`src/rtl/seq_monitor_pkg.sv`:
```
// Shared definitions for the walking-sequence monitor: FSM encoding,
// cycle anchor codes and the six legal counter codes.
package seq_monitor_pkg;

  typedef enum logic [1:0] {
    IDLE  = 2'b00,
    TRACK = 2'b01,
    FAULT = 2'b10
  } state_t;

  // Cycle order: 000 -> 001 -> 011 -> 101 -> 111 -> 010 -> 000
  localparam logic [2:0] CODE_0 = 3'b000;
  localparam logic [2:0] CODE_1 = 3'b001;
  localparam logic [2:0] CODE_2 = 3'b011;
  localparam logic [2:0] CODE_3 = 3'b101;
  localparam logic [2:0] CODE_4 = 3'b111;
  localparam logic [2:0] CODE_5 = 3'b010;

  // First code of a cycle and the code that wraps back to it
  localparam logic [2:0] SEQ_START = CODE_0;
  localparam logic [2:0] SEQ_WRAP  = CODE_5;

endpackage

```
`src/rtl/seq_monitor_succ.sv`:
```
// seq_succ: combinational map from a counter code to its successor in the
// walking cycle, plus a flag marking the code as one of the six legal ones.
// Illegal codes (100, 110) report successor 000 with legal low.
module seq_succ
  import seq_monitor_pkg::*;
(
  input  logic [2:0] code_i,
  output logic [2:0] succ_o,
  output logic       legal_o
);

  // Successor lookup and legality decode
  always_comb begin
    succ_o  = SEQ_START;
    legal_o = 1'b1;
    case (code_i)
      CODE_0:  succ_o = CODE_1;
      CODE_1:  succ_o = CODE_2;
      CODE_2:  succ_o = CODE_3;
      CODE_3:  succ_o = CODE_4;
      CODE_4:  succ_o = CODE_5;
      CODE_5:  succ_o = CODE_0;
      default: legal_o = 1'b0;
    endcase
  end

endmodule

```
`src/rtl/seq_monitor.sv`:
```
// seq_monitor: checks valid samples from the 3-bit walking counter against
// its fixed cycle, counts completed cycles and violations.
// Optional macro SEQ_MONITOR_RESYNC_EN: when defined, a valid 000 sample
// pulls the monitor out of FAULT back into TRACK; otherwise FAULT is sticky
// until reset.
module seq_monitor
  import seq_monitor_pkg::*;
#(
  parameter int CNT_W = 8
) (
  input  logic             clk,
  input  logic             reset,
  input  logic             in_valid,
  input  logic [2:0]       code,
  output logic             locked,
  output logic             err,
  output logic [2:0]       last,
  output logic [CNT_W-1:0] loop_cnt,
  output logic [CNT_W-1:0] err_cnt
);

  state_t           state_q, state_d;
  logic             locked_q, locked_d;
  logic             err_q, err_d;
  logic [2:0]       last_q, last_d;
  logic [CNT_W-1:0] loop_q, loop_d;
  logic [CNT_W-1:0] errc_q, errc_d;

  logic [2:0] code_succ_unused;
  logic       code_legal;
  logic [2:0] last_succ;
  logic       last_legal_unused;

  // Legality of the incoming code
  seq_succ u_code_chk (
    .code_i  (code),
    .succ_o  (code_succ_unused),
    .legal_o (code_legal)
  );

  // Expected next code given the last accepted one
  seq_succ u_last_succ (
    .code_i  (last_q),
    .succ_o  (last_succ),
    .legal_o (last_legal_unused)
  );

  // Saturating error counter increment
  logic [CNT_W-1:0] errc_inc;
  assign errc_inc = (errc_q == {CNT_W{1'b1}}) ? errc_q : errc_q + 1'b1;

  // Next-state and output decode; err drops whenever no violation is seen
  always_comb begin
    state_d  = state_q;
    locked_d = locked_q;
    err_d    = 1'b0;
    last_d   = last_q;
    loop_d   = loop_q;
    errc_d   = errc_q;
    if (in_valid) begin
      case (state_q)
        IDLE: begin
          if (code_legal) begin
            state_d  = TRACK;
            last_d   = code;
            locked_d = 1'b1;
          end else begin
            err_d  = 1'b1;
            errc_d = errc_inc;
          end
        end
        TRACK: begin
          if (code == last_succ) begin
            last_d = code;
            if (code == SEQ_START) loop_d = loop_q + 1'b1;
          end else begin
            err_d    = 1'b1;
            errc_d   = errc_inc;
            locked_d = 1'b0;
            state_d  = FAULT;
          end
        end
        FAULT: begin
`ifdef SEQ_MONITOR_RESYNC_EN
          if (code == SEQ_START) begin
            state_d  = TRACK;
            last_d   = SEQ_START;
            locked_d = 1'b1;
          end
`else
          state_d = FAULT;
`endif
        end
        default: state_d = IDLE;
      endcase
    end
  end

  // State and output registers
  always_ff @(posedge clk or negedge reset) begin
    if (!reset) begin
      state_q  <= IDLE;
      locked_q <= 1'b0;
      err_q    <= 1'b0;
      last_q   <= SEQ_START;
      loop_q   <= '0;
      errc_q   <= '0;
    end else begin
      state_q  <= state_d;
      locked_q <= locked_d;
      err_q    <= err_d;
      last_q   <= last_d;
      loop_q   <= loop_d;
      errc_q   <= errc_d;
    end
  end

  assign locked   = locked_q;
  assign err      = err_q;
  assign last     = last_q;
  assign loop_cnt = loop_q;
  assign err_cnt  = errc_q;

endmodule

```
`config.mk`:
```
export PLATFORM = sky130hd
export DESIGN_NAME = seq_monitor
export DESIGN_NICKNAME = d
export VERILOG_FILES = /design/src/rtl/seq_monitor_pkg.sv /design/src/rtl/seq_monitor_succ.sv /design/src/rtl/seq_monitor.sv
export SDC_FILE = /design/constraint.sdc
export NUM_CORES = 1
export LEC_CHECK = 0
export ABC_CLOCK_PERIOD_IN_PS = 2500
export BUFFER_PORTS_ARGS = -buffer_cell sky130_fd_sc_hd__buf_4
export CORE_ASPECT_RATIO = 1.4
export CORE_MARGIN = 2
export CORE_UTILIZATION = 35
export CTS_BUF_LIST = sky130_fd_sc_hd__clkbuf_16
export CTS_CLUSTER_DIAMETER = 150
export DETAILED_ROUTE_END_ITERATION = 10
export PLACE_DENSITY = 0.58
export SKIP_LAST_GASP = 1
export SYNTH_ARGS = -nofsm -noshare
export SYNTH_HDL_FRONTEND = slang
export SYNTH_SLANG_ARGS = --single-unit
```
`constraint.sdc`:
```
create_clock -name clk -period 2.5 [get_ports clk]
set_input_delay 0.125 -clock clk [delete_from_list [all_inputs] [get_ports clk]]
set_output_delay 0.125 -clock clk [all_outputs]
set_load 0.01 [all_outputs]
```
# Word-level counts from Yosys, hierarchy flattened
# Cells that the tools add are included.
# Widths: inputs -> output; s select.
[word_totals]
regBits = 23
input_bits = 6
output_inout_bits = 21
elab_cells = 54
[classes]
add_sub_neg = 2
eq_ne = 17
n_mux = 19
reduce_logical = 10
[ops]
columns = ["cell", "n"]
rows = [
  ["$mux 8", 3],
  ["$add 8x1->8 const B", 2],
  ["$pmux 8 s2", 1],
  ["$reduce_and 4->1", 4],
  ["$pmux 3 s5", 1],
  ["$eq 3x3->1 const B", 4],
  ["$eq 3x2->1 const B", 3],
  ["$eq 8x8->1 const B", 1],
  ["$ne 2x2->1 const B", 4],
  ["$eq 3x1->1 const B", 2],
  ["$logic_not 3->1", 2],
  ["$mux 1", 6],
  ["$mux 3", 2],
  ["$pmux 2 s3", 1],
  ["$pmux 3 s2", 1],
  ["$reduce_or 6->1", 1],
  ["$mux 2", 2],
  ["$pmux 1 s2", 2],
  ["$eq 3x3->1", 1],
  ["$reduce_and 3->1", 1],
  ["$eq 2x1->1 const B", 1],
  ["$eq 2x2->1 const B", 1],
  ["$logic_not 2->1", 1],
  ["$reduce_bool 2->1", 1],
]

# Depth between registers and ports, before layout
[depth]
ltp_word = 6
ltp_mapped = 8
mapped_depth_nobuf = 7

# Modules after synthesis
# Synthesis repeated with hierarchy kept, for this count alone.
[hier_totals]
cells_unflattened = 106
area_unflattened_um2 = 1192.4
[modules_own_cells]
columns = ["mod", "n_inst", "cells_each", "area_each_um2", "seq_area_each_um2"]
rows = [
  ["seq_monitor", 1, 92, 1094.8, 575.6],
  ["seq_succ", 2, 7, 48.8, 0.0],
]

# Least setup slack after synthesis
# No wires, ideal clock.
[synth_path]
path_kind = "register -> register"
startpoint = "register last_q[1] (netlist: last[1])"
endpoint = "register loop_q[1] (netlist: loop_cnt[1])"
setup_ns = 0.128
t_arrival_ns = 1.859
required_ns = 2.372
path_slack_ns = 0.514
path_stages_with_launch = 6
n_path_buf = 0
synth_period_minus_slack_ns = 1.986
path_cell_list = "dfrtp_1 > or3_1 > and3_4 > a211oi_4 > nand2b_1 > mux2_1"
[synth_between]
elab_chain_len = 4
word_cells_on_any_way = 8
classes_between = "eq/ne: 5; mux: 1; reduce/logical: 2"
[synth_lines]
columns = ["item", "line", "text"]
rows = [
  ["start, declared", "seq_monitor.sv:25", "logic [2:0] last_q, last_d;"],
  ["start signal, assigned", "seq_monitor.sv:112", "last_q <= last_d;"],
  ["$eq 3x3->1 (tied with other cells)", "n/a", ""],
  ["$pmux 3 s5 (*)", "seq_monitor_succ.sv:16", "case (code_i)"],
  ["$eq 3x3->1 (*)", "seq_monitor.sv:73", "if (code == last_succ) begin"],
  ["$reduce_and 4->1 (no source line) (*)", "n/a", ""],
  ["end signal, assigned", "seq_monitor.sv:113", "loop_q <= loop_d;"],
  ["end, declared", "seq_monitor.sv:26", "logic [CNT_W-1:0] loop_q, loop_d;"],
]
# Every way passes the cells marked *; elsewhere a longest branch is shown, timed or not.
# A chain may end at the register's enable or synchronous reset.

# Worst setup path in the final report
[layout_path]
startpoint = "register last_q[1] (netlist: last[1])"
endpoint = "register errc_q[1] (netlist: err_cnt[1])"
[layout_between]
elab_chain_len = 5
word_cells_on_any_way = 9
classes_between = "eq/ne: 6; mux: 1; reduce/logical: 2"
[layout_lines]
columns = ["item", "line", "text"]
rows = [
  ["$eq 3x3->1 (tied with other cells)", "n/a", ""],
  ["$pmux 3 s5 (*)", "seq_monitor_succ.sv:16", ""],
  ["$eq 3x3->1 (*)", "seq_monitor.sv:73", ""],
  ["$ne 2x2->1 (no source line) (*)", "n/a", ""],
  ["$reduce_and 4->1 (no source line) (*)", "n/a", ""],
  ["end signal, assigned", "seq_monitor.sv:114", "errc_q <= errc_d;"],
  ["end, declared", "seq_monitor.sv:27", "logic [CNT_W-1:0] errc_q, errc_d;"],
]
# Marks and branches as above.

==> flow_summary.toml <==
[power_and_ir_drop]
power_density_nw_per_um2 = 892
leakage_uw = 0.000749
ir_drop_mv = 0.529
p_comb_share_pct = 34.5
clkPwrFrac_pct = 24.6
power_uw = 1410
p_int_uw = 936
p_sw_uw = 476
seq_power_share_pct = 40.9
p_sw_share_pct = 33.7

[yosys]
async_reset_ff_share_pct = 100
synth_top_cell_area_share_pct = 45.8
ys_seq_area_share_pct = 45.8
yosysUniqueCellTypes = 32
avgSynthCellArea_um2 = 10.6
synth_area_leaders = "dfrtp_1, xnor2_1, xor2_1"
syn-num-nets = 129
syn_inst = 119
synth_edf_count = 0
yosys_warnings = 0
yosysTopAreaCell = "dfrtp_1"
yosys-top-cells-count = "dfrtp_1, nand3_1, xnor2_1"
yosysMostFrequentCell = "dfrtp_1"
synthFlopType = "dfrtp_1"
syn_area_um2 = 1260
synth_seq_cells = 23

[flow_run]
drv_cap = 0

[setup_path]
rrSetupSlack_ns = 0.32
end_kind = "flip-flop"
cp.required_ns = 2.64
r2r-start = "last[1]$_DFFE_PN0P_"
critPathKind = "flip-flop to flip-flop"
cp_max_fo = 9
r2r-end = "err_cnt[1]$_DFFE_PN0P_"
r2r.worst_path.cells = 6
crit_path_start_kind = "flip-flop"
cp.arrival_ns = 2.32

[routing]
avgViaCountPerCell = 5.33
first_pass_iters = 4
wire_per_inst_um = 14.4
drc = 0
drt-total-wl_um = 2710
vias = 1008
drtIter0Drc = 14
postRouteAntennaNets = 0

[sta]
timing.final.crit_period_ns = 2.18
fmax_ghz = 0.458
fin_crit_sh_pct = 87.3
slew_violations = 0
worst_pin_slew_ns = 0.712
finalSetupTns_ns = 0
rsz0062_at_grt = "false"
relSlewSlack_pct = 52.1
setup_viol = 0
fin_skew_ns = 0.00313
hold_violations = 0

[cts]
clock_latency_ns = 0.26
ctsResizeCount = 0
cts-buffers-inserted = 3
clock-sinks = 23
clkTransAtPathRegs_ns = 0.06
ctsHtreeMaxLevel = 1
cts_buffer_depth = 2
cts_root_buffer = "clkbuf_16"
cts_tree = "done"

[placed_design]
portBuffers = 26
place.gp.congestion = 0.723
post-dp-hpwl_um = 1940
placed_area_um2 = 1490

[finish]
area_growth_pct = 25.9
design_area_um2 = 1580
fin_nets = 160
drive_gt1_share_pct = 24.8
n_antenna_cell = 0

[min_path]
holdCritPathClass = "input pin to flip-flop"
whs_endpoint = "last[1]$_DFFE_PN0P_"
whs_path_depth = 2
min-delay-start = "code[1]"

[die]
die_w_um = 54.7
core_um2 = 3410
fp.dieArea_um2 = 4100
start_util_pct = 36.9
num_rows = 25
pin_count = 27
die_h_um = 74.9

[global_route]
grt_max_degree = 24
grt_pass1_vias = 986
gr-usage-all-layers_pct = 15.5
grt.overflow.total = 0
antenna_found_initial = 0
grt_pass1_wl_um = 4610

[status]
status = "completed"
==> power by group through the flow <==
stage | Combinational [uW] | Clock, uW | Sequential [uW]
after floorplan | 273 | 0 | 595
final | 488 | 347 | 577
after detailed placement | 488 | 0 | 584
after global routing | 548 | 374 | 598
after CTS | 495 | 352 | 578
after global placement | 479 | 0 | 577
==> critical path: stages, from the launching register on <==
cell and delay (ns):
dfrtp_1 0.44, or3_1 0.42, and3_4 0.20, a211oi_4 0.38
buf_4 0.23, nand2_2 0.07, mux2_1 0.32
==> registers in the layout, summed over array words and instances, names as in the netlist <==
signal / cells
last: 3
state_q: 2
err: 1
loop_cnt: 8
locked: 1
err_cnt: 8
==> layout by cell type, fill, tap and decap left out, types with 2 or more instances in the layout <==
cell type  instances
o21ai_0            2
clkbuf_16          3
a21boi_0           2
and2_1             2
dfrtp_1           23
inv_1              8
ha_1               4
xnor2_1            9
buf_4             27
nor4_1             2
and3_1             5
mux2_1             3
nand4bb_1          2
nand2b_1           2
nor3_1             7
and4_1             3
nand2_1            5
mux2_2             3
nand4_1            3
nor2_1             3
nand3_1           10
xor2_1             6
nand3b_1           2
a21oi_1            4
==> routing by layer <==
layer / track usage, % / vias to the layer above / routed length, um
li1: - / 483 / -
met1: 20.6 / 484 / 1180
met2: 24.5 / 36 / 1320
met3: 2.58 / 5 / 159
met4: 6.67 / 0 / 48
met5: 0 / - / 0
==> layout make-up <==
cell class / instances / area, um2
fill: 326 / 1830
multi-input combinational: 87 / 639
sequential: 23 / 576
timing repair buffer: 28 / 213
clock buffer: 3 / 75.1
tap: 40 / 50.0
inverter: 7 / 26.3
clock inverter: 1 / 3.75
==> worst max path at each step <==
stage | from | end | slack, ns | depth (start not counted)
2_1_floorplan | last[1]$_DFFE_PN0P_ | loop_cnt[1]$_DFFE_PN0P_ | 0.51 | 5
3_3_place_gp | last[1]$_DFFE_PN0P_ | err_cnt[1]$_DFFE_PN0P_ | 0.39 | 6
3_5_place_dp | last[1]$_DFFE_PN0P_ | err_cnt[1]$_DFFE_PN0P_ | 0.34 | 6
4_1_cts | last[1]$_DFFE_PN0P_ | err_cnt[1]$_DFFE_PN0P_ | 0.31 | 6
5_1_grt | last[1]$_DFFE_PN0P_ | err_cnt[1]$_DFFE_PN0P_ | 0.18 | 6
6_report | last[1]$_DFFE_PN0P_ | err_cnt[1]$_DFFE_PN0P_ | 0.32 | 6
==> through the flow <==
step | worst slack (ns) | util, % | instances | hold WS [ns]
after floorplan | 0.514 | - | 119 | -0.171
after CTS | 0.314 | 46.4 | 189 | 0.148
after global placement | 0.390 | 43.8 | 184 | 0.0438
final | 0.318 | 46.4 | 189 | 0.156
after global routing | 0.183 | 46.4 | 189 | 0.157
after detailed placement | 0.343 | 43.8 | 184 | 0.0412
==> cell families after synthesis <==
| family | count (synthesis) | share of synthesized area [%] |
|---|---|---|
| buffers and inverters | 9 | 3.38 |
| adder cells (fa/ha/maj) | 4 | 3.98 |
| AO/OA/AOI/OAI | 13 | 7.96 |
| XOR/XNOR | 15 | 10.4 |
| AND/OR/NAND/NOR | 49 | 23.1 |
| multiplexers | 6 | 5.37 |
| flip-flops | 23 | 45.8 |
==> timing repair <==
action / CTS / global route
endpoints found under the hold margin: 23 / 0
endpoints found under the setup margin: 0 / 0
buffers inserted: 0 / 0
hold buffers: 1 / 0
Power figures use the tool's default switching activity.
